## config.mk

```make
export PLATFORM = sky130hd
export DESIGN_NAME = or1200_if_bus_arb_flat
export DESIGN_NICKNAME = d
export VERILOG_FILES = /design/src/rtl/or1200_if_bus_arb_if.sv /design/src/rtl/or1200_if_bus_arb.sv /design/src/flat_wrapper.sv
export SDC_FILE = /design/constraint.sdc
export NUM_CORES = 1
export LEC_CHECK = 0
export BUFFER_PORTS_ARGS = -buffer_cell sky130_fd_sc_hd__buf_2
export CAP_MARGIN = 20
export CORE_ASPECT_RATIO = 1.25
export CORE_MARGIN = 2
export CORE_UTILIZATION = 41
export CTS_CLUSTER_DIAMETER = 80
export CTS_CLUSTER_SIZE = 40
export DETAILED_ROUTE_END_ITERATION = 6
export HOLD_SLACK_MARGIN = 0.03
export PLACE_DENSITY_LB_ADDON = 0.15
export SYNTH_ARGS = -nofsm -noshare
export SYNTH_HDL_FRONTEND = slang
export SYNTH_SLANG_ARGS = --single-unit
```

## constraint.sdc

```tcl
create_clock -name clk -period 2.79 [get_ports clk]
set_clock_uncertainty 0.2 [all_clocks]
set_input_delay 0.279 -clock clk [delete_from_list [all_inputs] [get_ports clk]]
set_output_delay 0.279 -clock clk [all_outputs]
set_load 0.05 [all_outputs]
```

## src/rtl/or1200_if_bus_arb_if.sv

```systemverilog
// Bundle of the fetch, debug and instruction-memory signals around the
// instruction-bus arbiter; the arbiter takes the slave view.
interface or1200_if_bus_arb_if;
    // fetch unit side
    logic        if_cycstb_i;
    logic [31:0] if_adr_i;
    logic        if_flush_i;
    logic        if_ack_o;
    logic        if_err_o;
    logic [31:0] if_dat_o;
    logic [3:0]  if_tag_o;
    // debug unit side
    logic        dbg_cycstb_i;
    logic [31:0] dbg_adr_i;
    logic        dbg_ack_o;
    logic        dbg_err_o;
    logic [31:0] dbg_dat_o;
    // memory side
    logic        mem_cycstb_o;
    logic [31:0] mem_adr_o;
    logic        mem_ack_i;
    logic        mem_err_i;
    logic [31:0] mem_dat_i;
    logic [3:0]  mem_tag_i;
    // status
    logic [1:0]  grant_o;
    logic        timeout_o;

    modport slave (
        input  if_cycstb_i, if_adr_i, if_flush_i,
        output if_ack_o, if_err_o, if_dat_o, if_tag_o,
        input  dbg_cycstb_i, dbg_adr_i,
        output dbg_ack_o, dbg_err_o, dbg_dat_o,
        output mem_cycstb_o, mem_adr_o,
        input  mem_ack_i, mem_err_i, mem_dat_i, mem_tag_i,
        output grant_o, timeout_o
    );

    modport master (
        output if_cycstb_i, if_adr_i, if_flush_i,
        input  if_ack_o, if_err_o, if_dat_o, if_tag_o,
        output dbg_cycstb_i, dbg_adr_i,
        input  dbg_ack_o, dbg_err_o, dbg_dat_o,
        input  mem_cycstb_o, mem_adr_o,
        output mem_ack_i, mem_err_i, mem_dat_i, mem_tag_i,
        input  grant_o, timeout_o
    );
endinterface

```

## src/rtl/or1200_if_bus_arb.sv

```systemverilog
// Shares one instruction-memory port between fetch and debug: one transaction
// at a time, debug anti-starvation, and a watchdog that fakes a bus error.
module or1200_if_bus_arb #(
    parameter int unsigned MAX_IF_BURST = 4,
    parameter int unsigned TIMEOUT      = 16
) (
    input  logic                       clk,
    input  logic                       rst,
    or1200_if_bus_arb_if.slave         bus
);
    localparam logic [31:0] NOP       = 32'h1441_0000;
    localparam logic [3:0]  TMO_TAG   = 4'hb;
    localparam logic [3:0]  BURST_MAX = 4'(MAX_IF_BURST);
    localparam logic [7:0]  WD_LAST   = 8'(TIMEOUT - 1);
    localparam bit          WD_EN     = (TIMEOUT != 0);

    typedef enum logic [1:0] {IDLE, BUSY_IF, BUSY_DBG} state_t;

    state_t      state;
    logic [3:0]  starv_cnt;
    logic [7:0]  wd_cnt;
    logic        drop;
    logic [1:0]  grant;
    logic        mem_cycstb;
    logic [31:0] mem_adr;

    logic if_req, dbg_req, pick_if, pick_dbg;
    logic busy_if, busy_dbg, busy;
    logic owner_abort, fwd, expiry, done, ack, err;

    // A flushed fetch is not a candidate, even if cycstb is still high.
    assign if_req   = bus.if_cycstb_i & ~bus.if_flush_i;
    assign dbg_req  = bus.dbg_cycstb_i;
    assign pick_dbg = dbg_req & (~if_req | (starv_cnt == BURST_MAX));
    assign pick_if  = if_req & ~pick_dbg;

    assign busy_if  = (state == BUSY_IF);
    assign busy_dbg = (state == BUSY_DBG);
    assign busy     = busy_if | busy_dbg;

    // Abandonment in the current cycle already blocks forwarding, so a flush
    // coinciding with the ack never leaks a stale instruction.
    assign owner_abort = busy_if  ? (bus.if_flush_i | ~bus.if_cycstb_i)
                                  : (busy_dbg & ~bus.dbg_cycstb_i);
    assign fwd    = busy & ~drop & ~owner_abort;
    assign expiry = WD_EN & busy & (wd_cnt == WD_LAST) & ~bus.mem_ack_i & ~bus.mem_err_i;
    assign done   = busy & (bus.mem_ack_i | bus.mem_err_i | expiry);
    assign ack    = fwd & bus.mem_ack_i & ~bus.mem_err_i;
    assign err    = fwd & (bus.mem_err_i | expiry);

    assign bus.if_ack_o  = busy_if & ack;
    assign bus.if_err_o  = busy_if & err;
    assign bus.if_tag_o  = (busy_if & err) ? (bus.mem_err_i ? bus.mem_tag_i : TMO_TAG) : 4'h0;
    assign bus.if_dat_o  = (busy_if & ack) ? bus.mem_dat_i : NOP;

    assign bus.dbg_ack_o = busy_dbg & ack;
    assign bus.dbg_err_o = busy_dbg & err;
    assign bus.dbg_dat_o = (busy_dbg & ack) ? bus.mem_dat_i : 32'h0;

    assign bus.mem_cycstb_o = mem_cycstb;
    assign bus.mem_adr_o    = mem_adr;
    assign bus.grant_o      = grant;
    assign bus.timeout_o    = expiry;

    always_ff @(posedge clk) begin
        if (rst) begin
            state      <= IDLE;
            starv_cnt  <= 4'h0;
            wd_cnt     <= 8'h0;
            drop       <= 1'b0;
            grant      <= 2'b00;
            mem_cycstb <= 1'b0;
            mem_adr    <= 32'h0;
        end else begin
            case (state)
                IDLE: begin
                    drop <= 1'b0;
                    if (pick_dbg) begin
                        state      <= BUSY_DBG;
                        grant      <= 2'b10;
                        mem_cycstb <= 1'b1;
                        mem_adr    <= bus.dbg_adr_i & ~32'h3;
                        wd_cnt     <= 8'h0;
                        starv_cnt  <= 4'h0;
                    end else if (pick_if) begin
                        state      <= BUSY_IF;
                        grant      <= 2'b01;
                        mem_cycstb <= 1'b1;
                        mem_adr    <= bus.if_adr_i & ~32'h3;
                        wd_cnt     <= 8'h0;
                        // Only grants that pass over a waiting debug request count.
                        if (!dbg_req)
                            starv_cnt <= 4'h0;
                        else if (starv_cnt != BURST_MAX)
                            starv_cnt <= starv_cnt + 4'd1;
                    end else if (!dbg_req) begin
                        starv_cnt <= 4'h0;
                    end
                end
                BUSY_IF, BUSY_DBG: begin
                    if (wd_cnt != 8'hff)
                        wd_cnt <= wd_cnt + 8'd1;
                    if (owner_abort)
                        drop <= 1'b1;
                    if (done) begin
                        state      <= IDLE;
                        grant      <= 2'b00;
                        mem_cycstb <= 1'b0;
                    end
                end
                default: state <= IDLE;
            endcase
        end
    end
endmodule

```

## src/flat_wrapper.sv

```systemverilog
// flat-port wrapper written by rule: the top's interface ports become plain ports
module or1200_if_bus_arb_flat 
#(
    parameter int unsigned MAX_IF_BURST = 4,
    parameter int unsigned TIMEOUT      = 16
)
  (clk, rst, bus_if_cycstb_i, bus_if_adr_i, bus_if_flush_i, bus_if_ack_o, bus_if_err_o, bus_if_dat_o, bus_if_tag_o, bus_dbg_cycstb_i, bus_dbg_adr_i, bus_dbg_ack_o, bus_dbg_err_o, bus_dbg_dat_o, bus_mem_cycstb_o, bus_mem_adr_o, bus_mem_ack_i, bus_mem_err_i, bus_mem_dat_i, bus_mem_tag_i, bus_grant_o, bus_timeout_o);
  or1200_if_bus_arb_if bus_i ();
  input  logic clk;
  input  logic rst;
  input wire logic [$bits(bus_i.if_cycstb_i)-1:0] bus_if_cycstb_i;
  input wire logic [$bits(bus_i.if_adr_i)-1:0] bus_if_adr_i;
  input wire logic [$bits(bus_i.if_flush_i)-1:0] bus_if_flush_i;
  output wire logic [$bits(bus_i.if_ack_o)-1:0] bus_if_ack_o;
  output wire logic [$bits(bus_i.if_err_o)-1:0] bus_if_err_o;
  output wire logic [$bits(bus_i.if_dat_o)-1:0] bus_if_dat_o;
  output wire logic [$bits(bus_i.if_tag_o)-1:0] bus_if_tag_o;
  input wire logic [$bits(bus_i.dbg_cycstb_i)-1:0] bus_dbg_cycstb_i;
  input wire logic [$bits(bus_i.dbg_adr_i)-1:0] bus_dbg_adr_i;
  output wire logic [$bits(bus_i.dbg_ack_o)-1:0] bus_dbg_ack_o;
  output wire logic [$bits(bus_i.dbg_err_o)-1:0] bus_dbg_err_o;
  output wire logic [$bits(bus_i.dbg_dat_o)-1:0] bus_dbg_dat_o;
  output wire logic [$bits(bus_i.mem_cycstb_o)-1:0] bus_mem_cycstb_o;
  output wire logic [$bits(bus_i.mem_adr_o)-1:0] bus_mem_adr_o;
  input wire logic [$bits(bus_i.mem_ack_i)-1:0] bus_mem_ack_i;
  input wire logic [$bits(bus_i.mem_err_i)-1:0] bus_mem_err_i;
  input wire logic [$bits(bus_i.mem_dat_i)-1:0] bus_mem_dat_i;
  input wire logic [$bits(bus_i.mem_tag_i)-1:0] bus_mem_tag_i;
  output wire logic [$bits(bus_i.grant_o)-1:0] bus_grant_o;
  output wire logic [$bits(bus_i.timeout_o)-1:0] bus_timeout_o;
  assign bus_i.if_cycstb_i = bus_if_cycstb_i;
  assign bus_i.if_adr_i = bus_if_adr_i;
  assign bus_i.if_flush_i = bus_if_flush_i;
  assign bus_if_ack_o = bus_i.if_ack_o;
  assign bus_if_err_o = bus_i.if_err_o;
  assign bus_if_dat_o = bus_i.if_dat_o;
  assign bus_if_tag_o = bus_i.if_tag_o;
  assign bus_i.dbg_cycstb_i = bus_dbg_cycstb_i;
  assign bus_i.dbg_adr_i = bus_dbg_adr_i;
  assign bus_dbg_ack_o = bus_i.dbg_ack_o;
  assign bus_dbg_err_o = bus_i.dbg_err_o;
  assign bus_dbg_dat_o = bus_i.dbg_dat_o;
  assign bus_mem_cycstb_o = bus_i.mem_cycstb_o;
  assign bus_mem_adr_o = bus_i.mem_adr_o;
  assign bus_i.mem_ack_i = bus_mem_ack_i;
  assign bus_i.mem_err_i = bus_mem_err_i;
  assign bus_i.mem_dat_i = bus_mem_dat_i;
  assign bus_i.mem_tag_i = bus_mem_tag_i;
  assign bus_grant_o = bus_i.grant_o;
  assign bus_timeout_o = bus_i.timeout_o;
  or1200_if_bus_arb #(.MAX_IF_BURST(MAX_IF_BURST), .TIMEOUT(TIMEOUT)) u_core (.clk(clk), .rst(rst), .bus(bus_i));
endmodule
```

==> impl_metrics.ini <==
[run_status]
status = finished clean

[synth]
synth_edf_count = 0
ys_top_cells_by_area = dfxtp_1 34%, and2_1 13%, nand2_1 9.5%
synth_top_cell_area_share = 0.337
synth_cells = 384
synthArstFlopShare = 0
syn_avg_cell_area_um2 = 7.42
synthDistinctLibCells = 42
ys_warn_count = 0
ys.flop_type = dfxtp_1
yosys_register_bits = 48
synth.largest_area_cell = dfxtp_1
yosysSeqAreaShare = 0.337
synth_area_um2 = 2850

[routing]
met1_length_um = 3780
wl_per_cell_um = 14.4
first_pass_iters = 4
vias = 3595
viasPerCell = 5.11
drc = 0
top_layer_used = met4
drt_iter0_drc = 112
routed_wl_um = 10200
postRouteAntennaNets = 0
met2_length_um = 5430
routed-wl-met3_um = 804

[placed_design]
dpl.hpwl_um = 7180
place.gp.congestion = 0.840
port_buffers = 208
place_inst = 662

[worst_setup_path]
cp_data_arrival_time_ns = 2.20
worstRegToRegCells = 8
rrSetupSlack_ns = 0.30
r2r_end = u_core.bus.mem_adr_o[19]
reg2reg_from = u_core.starv_cnt[0]
required_ns = 2.31
cp-start-kind = register
cp-end-kind = primary output
worstPathMaxFanout = 33
worstSetupPathType = reg -> out

[power]
power_frac_clock = 0.243
ir_drop_uv = 433
p_comb_frac = 0.338
power_frac_seq = 0.419
finalPower_mw = 1.85
switching_power_mw = 0.684
power_leakage_nw = 2.31
internal-power_mw = 1.16
p_sw_frac = 0.371
power.density_nw_per_um2 = 400

[global_route]
grt_pass1_wl_um = 15700
antenna_found_initial = 0
grt_pass1_vias = 3407
grt_max_degree = 62
track_usage = 0.254
globalRoute.totalOverflow = 0

[min_path]
hold_depth = 3
min_to = u_core.bus.mem_adr_o[12]
hold_start = bus_dbg_adr_i[12]
min_path_type = in -> reg

[sta]
finalSetupTns_ns = 0
whs_ns = 0.0320
worst_slew_pin_slew_ns = 0.612
max_freq_mhz = 373
hold_violations = 0
slew_violations = 0
setup_viol = 0
relSlewSlack = 0.588
finalCritPeriodShare = 0.961
period_needed_ns = 2.68
rsz0062_at_grt = yes

[clock_network]
clk_latency_ns = 0.31
cts_setup_buffers = 0
cts_tree = done
clockRootBuffer = clkbuf_8
cts_sinks = 48
clockBufferDepth = 2
cts_htree_levels = 2
clk_pin_slew_ns = 0.10
cts_made_buffers = 5

[floorplan]
core_region_area_um2 = 6650
start_util = 0.428
fp.dieH_um = 97.2
ioPinCount = 215
rows = 33
dieArea_um2 = 7630
die_w_um = 78.5

[final_layout]
num_antenna_cells = 0
nets = 730
fin_util = 0.694
fin_cells = 704
area_delta_synth_final_pct = 62.1
drive_gt1_frac = 0.387

[job]
max_cap_viol_count = 0
==> cell families (layout without fill, tap and decap cells) <==
logic type	count (synthesis)	in the layout	share of synthesized area
buf+inv	40	272	0.0620
fa+ha+maj	7	7	0.0308
other cells	1	2	0.00132
compound gates	86	86	0.198
simple gates	200	200	0.363
flops	48	48	0.337
mux	2	2	0.00703
==> layout by cell type (no fill, tap or decap), drive strengths merged, types with 5 or more instances in the layout <==
cell type / n
ha: 7
nand2: 72
a311oi: 16
clkbuf: 6
a31oi: 15
dlygate4sd3: 34
o21ai: 25
nand2b: 7
nor2: 21
inv: 11
and2: 60
a21oi: 18
nand3: 8
nand3b: 5
buf: 219
dfxtp: 48
or3: 5
==> worst max-delay path by stage <==
stage | startpoint | endpoint | cells after the start
final | u_core.state[1] | bus_dbg_dat_o[17] | 8
after global routing | u_core.state[1] | bus_dbg_dat_o[17] | 8
after CTS | u_core.state[1] | bus_dbg_dat_o[17] | 8
after detailed placement | u_core.state[0] | bus_dbg_dat_o[17] | 8
after global placement | u_core.state[0] | bus_dbg_dat_o[2] | 8
after floorplan | u_core.state[0] | bus_dbg_dat_o[22] | 8
==> power by group through the flow <==
stage / clock [mW] / sequential, mW / combinational (mW)
2_1_floorplan: 0 / 0.975 / 0.193
4_1_cts: 0.456 / 0.773 / 0.615
3_3_place_gp: 0 / 0.785 / 0.558
5_1_grt: 0.482 / 0.781 / 0.668
6_report: 0.450 / 0.774 / 0.623
3_5_place_dp: 0 / 0.788 / 0.564
==> sequential cells by signal, indices dropped and copies added (netlist names) <==
name,count
u_core.bus.mem_adr_o,30
u_core.bus.grant_o,2
u_core.starv_cnt,4
u_core.wd_cnt,8
u_core.state,2
u_core.bus.mem_cycstb_o,1
u_core.drop,1
==> cell usage after synthesis (2+ instances only) <==
cell type / instances
a21oi_1: 18
a311oi_1: 16
a31oi_1: 15
and2_1: 60
and3_1: 2
and3b_1: 3
buf_2: 12
buf_4: 3
clkbuf_1: 13
dfxtp_1: 48
ha_1: 7
inv_1: 10
mux2i_1: 2
nand2_1: 72
nand2b_1: 7
nand3_1: 8
nand3b_1: 5
nand4_1: 2
nor2_1: 21
nor2b_1: 2
nor3_1: 4
nor4_1: 2
o21a_1: 2
o21ai_0: 24
o31ai_1: 3
or3_1: 5
or4_1: 3
==> routing by layer <==
metal,vias up,GRT usage
met2,152,0.498
li1,1785,-
met5,-,0
met3,10,0.0632
met1,1648,0.262
met4,0,0.0594
==> final cells by class <==
class / count / area, µm²
fill: 554 / 2030
multi-input combinational: 297 / 1740
timing repair buffer: 253 / 1660
sequential: 48 / 963
tap: 87 / 109
clock buffer: 6 / 82.6
inverter: 11 / 41.3
clock inverter: 2 / 13.8
==> worst max-delay path, stage by stage, from the launching register on <==
cell and delay [ns]:
dfxtp_2 0.35, inv_1 0.08, ha_1 0.27, nor3b_2 0.10
a2111oi_4 0.33, and3b_2 0.26, buf_12 0.16, and2_1 0.15
buf_4 0.20
==> timing repair <==
item	4_1_cts	5_1_grt
gates resized for setup	57	2
endpoints found under the hold margin	21	2
setup endpoints to repair	33	34
pin swaps	2	1
hold buffers	32	2
gates cloned	0	0
==> metrics by stage <==
step / setup WS [ns] / cell area, µm²
floorplan: 0.174 / 2850
global placement: 0.271 / 4000
detailed placement: 0.211 / 4000
CTS: 0.0287 / 4590
global route: -0.0138 / 4620
finish: 0.109 / 4620
Power figures use the tool's default switching activity.
